### src/rtl/mem_pkg.sv
// Shared definitions for the SRAM burst sequencer: burst geometry, wait-counter width, FSM states.
package mem_pkg;

  localparam int BURST_LEN  = 8;
  localparam int BURST_LOG2 = 3;
  localparam int CNT_W      = 4;

  typedef enum logic [2:0] {
    S_IDLE,
    S_RD_WAIT,
    S_WR_FETCH,
    S_WR_SETUP,
    S_WR_PULSE,
    S_WR_HOLD
  } state_t;

endpackage

### src/rtl/sram_wait_counter.sv
// Loadable down-counter with a zero flag; times both the read access and the WE# pulse.
module sram_wait_counter #(
  parameter int W = 4
) (
  input  logic         clk_i,
  input  logic         rst_i,
  input  logic         load_i,
  input  logic [W-1:0] load_val_i,
  input  logic         dec_i,
  output logic         zero_o
);

  logic [W-1:0] cnt_q;

  always_ff @(posedge clk_i) begin
    if (rst_i) begin
      cnt_q <= '0;
    end else if (load_i) begin
      cnt_q <= load_val_i;
    end else if (dec_i && (cnt_q != '0)) begin
      cnt_q <= cnt_q - W'(1);
    end
  end

  assign zero_o = (cnt_q == '0);

endmodule

### src/rtl/sram_burst_sequencer.sv
// Byte-wide async SRAM controller: one req becomes an aligned 8-byte read or write burst,
// with one registered ready pulse per byte back to the requester.
module sram_burst_sequencer
  import mem_pkg::*;
#(
  parameter int ADDR_W    = 21,
  parameter int READ_WAIT = 2,
  parameter int WE_PULSE  = 2
) (
  input  logic              clk,
  input  logic              rst,
  input  logic [ADDR_W-1:0] req_address,
  input  logic              req,
  input  logic              req_wren,
  input  logic [7:0]        req_to_mem,
  output logic [7:0]        req_from_mem,
  output logic              req_ready,
  output logic [2:0]        req_offset,
  output logic              busy,
  output logic [ADDR_W-1:0] sram_addr,
  input  logic [7:0]        sram_dq_in,
  output logic [7:0]        sram_dq_out,
  output logic              sram_dq_oe,
  output logic              sram_ce_n,
  output logic              sram_oe_n,
  output logic              sram_we_n
);

  localparam int                    BASE_W = ADDR_W - BURST_LOG2;
  localparam logic [BURST_LOG2-1:0] LAST_K = BURST_LOG2'(BURST_LEN - 1);

  if (READ_WAIT < 0 || READ_WAIT > 15) begin : g_bad_read_wait
    $error("sram_burst_sequencer: READ_WAIT must be 0..15");
  end
  if (WE_PULSE < 1 || WE_PULSE > 15) begin : g_bad_we_pulse
    $error("sram_burst_sequencer: WE_PULSE must be 1..15");
  end
  if (ADDR_W <= BURST_LOG2) begin : g_bad_addr_w
    $error("sram_burst_sequencer: ADDR_W too small for an 8-byte burst");
  end

  state_t                  state_q, state_d;
  logic [BASE_W-1:0]       base_q, base_d;
  logic [BURST_LOG2-1:0]   k_q, k_d, k_next;
  logic                    ready_q, ready_d;
  logic [2:0]              offset_q, offset_d;
  logic [7:0]              from_mem_q, from_mem_d;
  logic                    busy_q, busy_d;
  logic [ADDR_W-1:0]       addr_q, addr_d;
  logic [7:0]              dq_out_q, dq_out_d;
  logic                    dq_oe_q, dq_oe_d;
  logic                    ce_n_q, ce_n_d;
  logic                    oe_n_q, oe_n_d;
  logic                    we_n_q, we_n_d;

  logic                    cnt_load, cnt_dec, cnt_zero;
  logic [CNT_W-1:0]        cnt_load_val;

  // The byte offset inside the request address is intentionally discarded.
  logic                    unused_addr_lsbs;
  assign unused_addr_lsbs = ^req_address[BURST_LOG2-1:0];

  assign k_next = k_q + BURST_LOG2'(1);

  sram_wait_counter #(.W(CNT_W)) u_wait (
    .clk_i      (clk),
    .rst_i      (rst),
    .load_i     (cnt_load),
    .load_val_i (cnt_load_val),
    .dec_i      (cnt_dec),
    .zero_o     (cnt_zero)
  );

  always_comb begin
    state_d      = state_q;
    base_d       = base_q;
    k_d          = k_q;
    ready_d      = 1'b0;
    offset_d     = offset_q;
    from_mem_d   = from_mem_q;
    addr_d       = addr_q;
    dq_out_d     = dq_out_q;
    dq_oe_d      = dq_oe_q;
    ce_n_d       = ce_n_q;
    oe_n_d       = oe_n_q;
    we_n_d       = we_n_q;
    cnt_load     = 1'b0;
    cnt_load_val = '0;
    cnt_dec      = 1'b0;

    case (state_q)
      S_IDLE: begin
        if (req) begin
          base_d = req_address[ADDR_W-1:BURST_LOG2];
          k_d    = '0;
          if (req_wren) begin
            state_d  = S_WR_FETCH;
            ready_d  = 1'b1;
            offset_d = '0;
          end else begin
            state_d      = S_RD_WAIT;
            ce_n_d       = 1'b0;
            oe_n_d       = 1'b0;
            dq_oe_d      = 1'b0;
            addr_d       = {req_address[ADDR_W-1:BURST_LOG2], {BURST_LOG2{1'b0}}};
            cnt_load     = 1'b1;
            cnt_load_val = CNT_W'(READ_WAIT);
          end
        end
      end
      S_RD_WAIT: begin
        if (cnt_zero) begin
          from_mem_d = sram_dq_in;
          ready_d    = 1'b1;
          offset_d   = k_q;
          if (k_q == LAST_K) begin
            state_d = S_IDLE;
            ce_n_d  = 1'b1;
            oe_n_d  = 1'b1;
          end else begin
            k_d          = k_next;
            addr_d       = {base_q, k_next};
            cnt_load     = 1'b1;
            cnt_load_val = CNT_W'(READ_WAIT);
          end
        end else begin
          cnt_dec = 1'b1;
        end
      end
      S_WR_FETCH: begin
        state_d = S_WR_SETUP;
        ce_n_d  = 1'b0;
        oe_n_d  = 1'b1;
        dq_oe_d = 1'b1;
        addr_d  = {base_q, k_q};
      end
      S_WR_SETUP: begin
        // The requester's byte for this offset is only valid now, one cycle after the pulse.
        dq_out_d     = req_to_mem;
        we_n_d       = 1'b0;
        state_d      = S_WR_PULSE;
        cnt_load     = 1'b1;
        cnt_load_val = CNT_W'(WE_PULSE - 1);
      end
      S_WR_PULSE: begin
        if (cnt_zero) begin
          we_n_d  = 1'b1;
          state_d = S_WR_HOLD;
        end else begin
          cnt_dec = 1'b1;
        end
      end
      S_WR_HOLD: begin
        if (k_q == LAST_K) begin
          state_d = S_IDLE;
          dq_oe_d = 1'b0;
          ce_n_d  = 1'b1;
        end else begin
          k_d      = k_next;
          state_d  = S_WR_FETCH;
          ready_d  = 1'b1;
          offset_d = k_next;
        end
      end
      default: begin
        state_d = S_IDLE;
      end
    endcase

    busy_d = (state_d != S_IDLE);
  end

  always_ff @(posedge clk) begin
    if (rst) begin
      state_q    <= S_IDLE;
      base_q     <= '0;
      k_q        <= '0;
      ready_q    <= 1'b0;
      offset_q   <= '0;
      from_mem_q <= '0;
      busy_q     <= 1'b0;
      addr_q     <= '0;
      dq_out_q   <= '0;
      dq_oe_q    <= 1'b0;
      ce_n_q     <= 1'b1;
      oe_n_q     <= 1'b1;
      we_n_q     <= 1'b1;
    end else begin
      state_q    <= state_d;
      base_q     <= base_d;
      k_q        <= k_d;
      ready_q    <= ready_d;
      offset_q   <= offset_d;
      from_mem_q <= from_mem_d;
      busy_q     <= busy_d;
      addr_q     <= addr_d;
      dq_out_q   <= dq_out_d;
      dq_oe_q    <= dq_oe_d;
      ce_n_q     <= ce_n_d;
      oe_n_q     <= oe_n_d;
      we_n_q     <= we_n_d;
    end
  end

  assign req_ready    = ready_q;
  assign req_offset   = offset_q;
  assign req_from_mem = from_mem_q;
  assign busy         = busy_q;
  assign sram_addr    = addr_q;
  assign sram_dq_out  = dq_out_q;
  assign sram_dq_oe   = dq_oe_q;
  assign sram_ce_n    = ce_n_q;
  assign sram_oe_n    = oe_n_q;
  assign sram_we_n    = we_n_q;

endmodule
### config.mk
export PLATFORM = sky130hd
export DESIGN_NAME = sram_burst_sequencer
export DESIGN_NICKNAME = d
export VERILOG_FILES = /design/src/rtl/mem_pkg.sv /design/src/rtl/sram_wait_counter.sv /design/src/rtl/sram_burst_sequencer.sv
export SDC_FILE = /design/constraint.sdc
export NUM_CORES = 1
export LEC_CHECK = 0
export ABC_AREA = 0
export CORE_UTILIZATION = 43
export CTS_CLUSTER_DIAMETER = 150
export CTS_CLUSTER_SIZE = 30
export DETAILED_ROUTE_END_ITERATION = 10
export PLACE_DENSITY = 0.72
export SLEW_MARGIN = 10
export SYNTH_ARGS = -nofsm -noshare
export SYNTH_HDL_FRONTEND = slang
export SYNTH_SLANG_ARGS = --single-unit
### constraint.sdc
create_clock -name clk -period 5.25 [get_ports clk]
set_clock_uncertainty 0.15 [all_clocks]
set_input_delay 1.05 -clock clk [delete_from_list [all_inputs] [get_ports clk]]
set_output_delay 1.05 -clock clk [all_outputs]
set_load 0.01 [all_outputs]
==> flow_summary.ini <==
[power]
ir_drop_v = 0.000178
p_per_area_nw_per_um2 = 365
p_leak_nw = 1.66

[floorplanning]
die_area_sq_um = 7940
rows = 31
io_pins = 87
fp.dieW_um = 89.1
core-area_sq_um = 7290
die_h_um = 89.1
initial_core_util_pct = 44.7

[grt]
grt_pass1_vias = 2701
grt.total_usage_pct = 21.2
grt_max_degree = 55
grt_antenna_before_repair = 0
grt_pass1_wl_um = 12900
overflow = 0

[clocking]
cts_inserted_buffers = 9
cts-htree-levels = 3
cts_resized = 0
cts_hold_buf = 0
clk_latency_ps = 340
cts_tree = built
clkTransAtPathRegs_ps = 70
clock-sinks = 74
cts_setup_buffers = 0
clock_tree.buffer_depth = 2
cts.root.buffer_cell = clkbuf_8

[worst_hold_path]
hp-class = reg -> reg

[placed_design]
port_buffers = 83
pre_cts_ws_ps = 1850
gp_congestion = 0.812
dp_hpwl_um = 5170
placed_cell_area_sq_um = 4080

[synth]
synth_seq_area_share_pct = 45.4
netlist_area_sq_um = 3260
yosys.area_share.simple_pct = 17.3
ys.flop_type = dfxtp_1
syn_avg_cell_area_sq_um = 8.84
synthMuxAreaShare_pct = 9.55
synth_compound_area_share_pct = 19.3
ys_async_sr_fraction_pct = 0
syn_inst = 369
yosys_warnings = 0
synth_fp_nets = 414
synth_xor_area_share_pct = 1.07
synth_top_family_by_area = compound AO/OA/AOI/OAI gates
synth.distinct_cells = 46
synthAdderAreaFrac_pct = 1.53
ys_ff_latch = 74
synth_edf_count = 0

[setup_path]
crit_arrival_ps = 3240
startpoint_type = input pin
critPathKind = in -> reg
required_ps = 5350
critPathMaxFanout = 19
cp-end-kind = flop

[layout]
nets = 485
diodes = 0
final_area_sq_um = 4320
drive_gt1_share_pct = 5.86
area_growth_pct = 32.4

[run_status]
status = finished, final reports clean

[timing]
drv_slew = 0
slew_headroom_pct = 22.7
min_period_ps = 3140
finalHoldViolCount = 0
fin_crit_sh_pct = 59.9
worst_pin_slew_ps = 1160
setup-violations-final = 0
setup_ws_ps = 2110
max_freq_mhz = 318
finalSetupTns_ps = 0
rsz0062_at_grt = false

[flow_run]
maxCapViolations = 0

[routing]
vias = 2899
wl_um = 7930
ant_nets = 0
wl_per_cell_um = 14.6
drtIter0Drc = 193
via_per_inst = 5.34
route.detailed.drc = 0
firstDrtPassIters = 4
[state kept, by name, indices dropped and copies added (netlist names), 3 cells and up]
| name | cells |
|---|---|
| base_q | 18 |
| k_q | 3 |
| req_from_mem | 8 |
| req_offset | 3 |
| sram_addr | 21 |
| sram_dq_out | 8 |
| state_q | 3 |
| u_wait.cnt_q | 4 |
[power by group]
part / total, mW / switching, mW / internal [mW]
combinational: 0.383 / 0.199 / 0.185
sequential: 0.661 / 0.0417 / 0.619
clock: 0.531 / 0.205 / 0.325
[area by class of cell]
cell class,instances,area (sq um)
repair buffers,85,841
well taps,99,124
clock inverters,5,103
flip-flops and latches,74,1480
multi-input cells,263,1610
inverters,7,26.3
clock buffers,10,138
fillers,671,2970
[stage by stage]
stage               cells  hold WS, ps  utilization [%]  power (mW)
global route          543          327             59.2        1.66
floorplan             369          286                -       0.906
detailed placement    528          299             55.9        1.05
finish                543          307             59.2        1.57
global placement      528          291             55.9        1.05
CTS                   543          309             59.2        1.59
[critical path, stage by stage]
cell and delay, ps:
clkdlybuf4s50_1 480, nor2b_1 200, o21ai_0 490, nand2_1 640, a211oi_1 370
[path summary, 6_finish.rpt]
kind	from	end	slack [ps]	depth (start not counted)
worst max-delay path	req	sram_addr[0]	2110	5
worst min-delay path	sram_dq_out[5]	sram_dq_out[5]	310	2
worst max register to register	state_q[2]	sram_addr[0]	2360	4
worst min register to register	sram_dq_out[5]	sram_dq_out[5]	310	2
[logic make-up after synthesis]
kind of cell	Yosys count
mux	31
flops	74
simple gates	121
buf+inv	32
fa+ha+maj	4
xor+xnor	4
compound gates	103
[layout by cell type (no fill, tap or decap), types with 2 or more instances in the layout]
| master | n |
|---|---|
| or4_1 | 2 |
| buf_4 | 2 |
| clkdlybuf4s50_1 | 82 |
| dfxtp_1 | 74 |
| a32oi_1 | 2 |
| o211ai_1 | 3 |
| and2_1 | 4 |
| o221ai_1 | 3 |
| nor2_1 | 17 |
| or2_2 | 2 |
| nand2b_1 | 3 |
| nand2_1 | 64 |
| a211oi_1 | 2 |
| bufinv_16 | 3 |
| a21oi_1 | 56 |
| a31oi_1 | 2 |
| o21ai_0 | 9 |
| xor2_1 | 3 |
| mux2i_1 | 30 |
| clkbuf_8 | 10 |
| o31ai_1 | 19 |
| inv_1 | 6 |
| nor3_1 | 5 |
| nor2b_1 | 3 |
| nand3_1 | 9 |
| a21oi_2 | 2 |
| ha_1 | 4 |
[routing by layer]
metal	wire, um	track usage [%]
met2	3580	31.0
met4	77	8.23
met5	0	0
met3	391	5.36
met1	3880	30.1
[synth_stat cells, types with 2 or more instances]
cell type	count	share of area, %
mux2i_1	30	9.2
inv_1	6	0.69
o21ai_0	9	1.4
or2_2	2	0.38
a21oi_1	58	8.9
o221ai_1	3	0.81
a211oi_1	2	0.46
and2_1	4	0.77
clkbuf_1	12	1.4
a32oi_1	2	0.54
xor2_1	3	0.81
dfxtp_1	74	45
nand3_1	9	1.4
nand2b_1	3	0.58
nor3_1	5	0.77
nor2_1	17	2.0
ha_1	4	1.5
nand2_1	64	7.4
o31ai_1	19	4.4
buf_2	4	0.61
or4_1	2	0.46
o211ai_1	3	0.69
buf_6	8	2.8
a31oi_1	2	0.38
nor2b_1	3	0.58
Note: power is estimated with default switching activity, not from simulation.
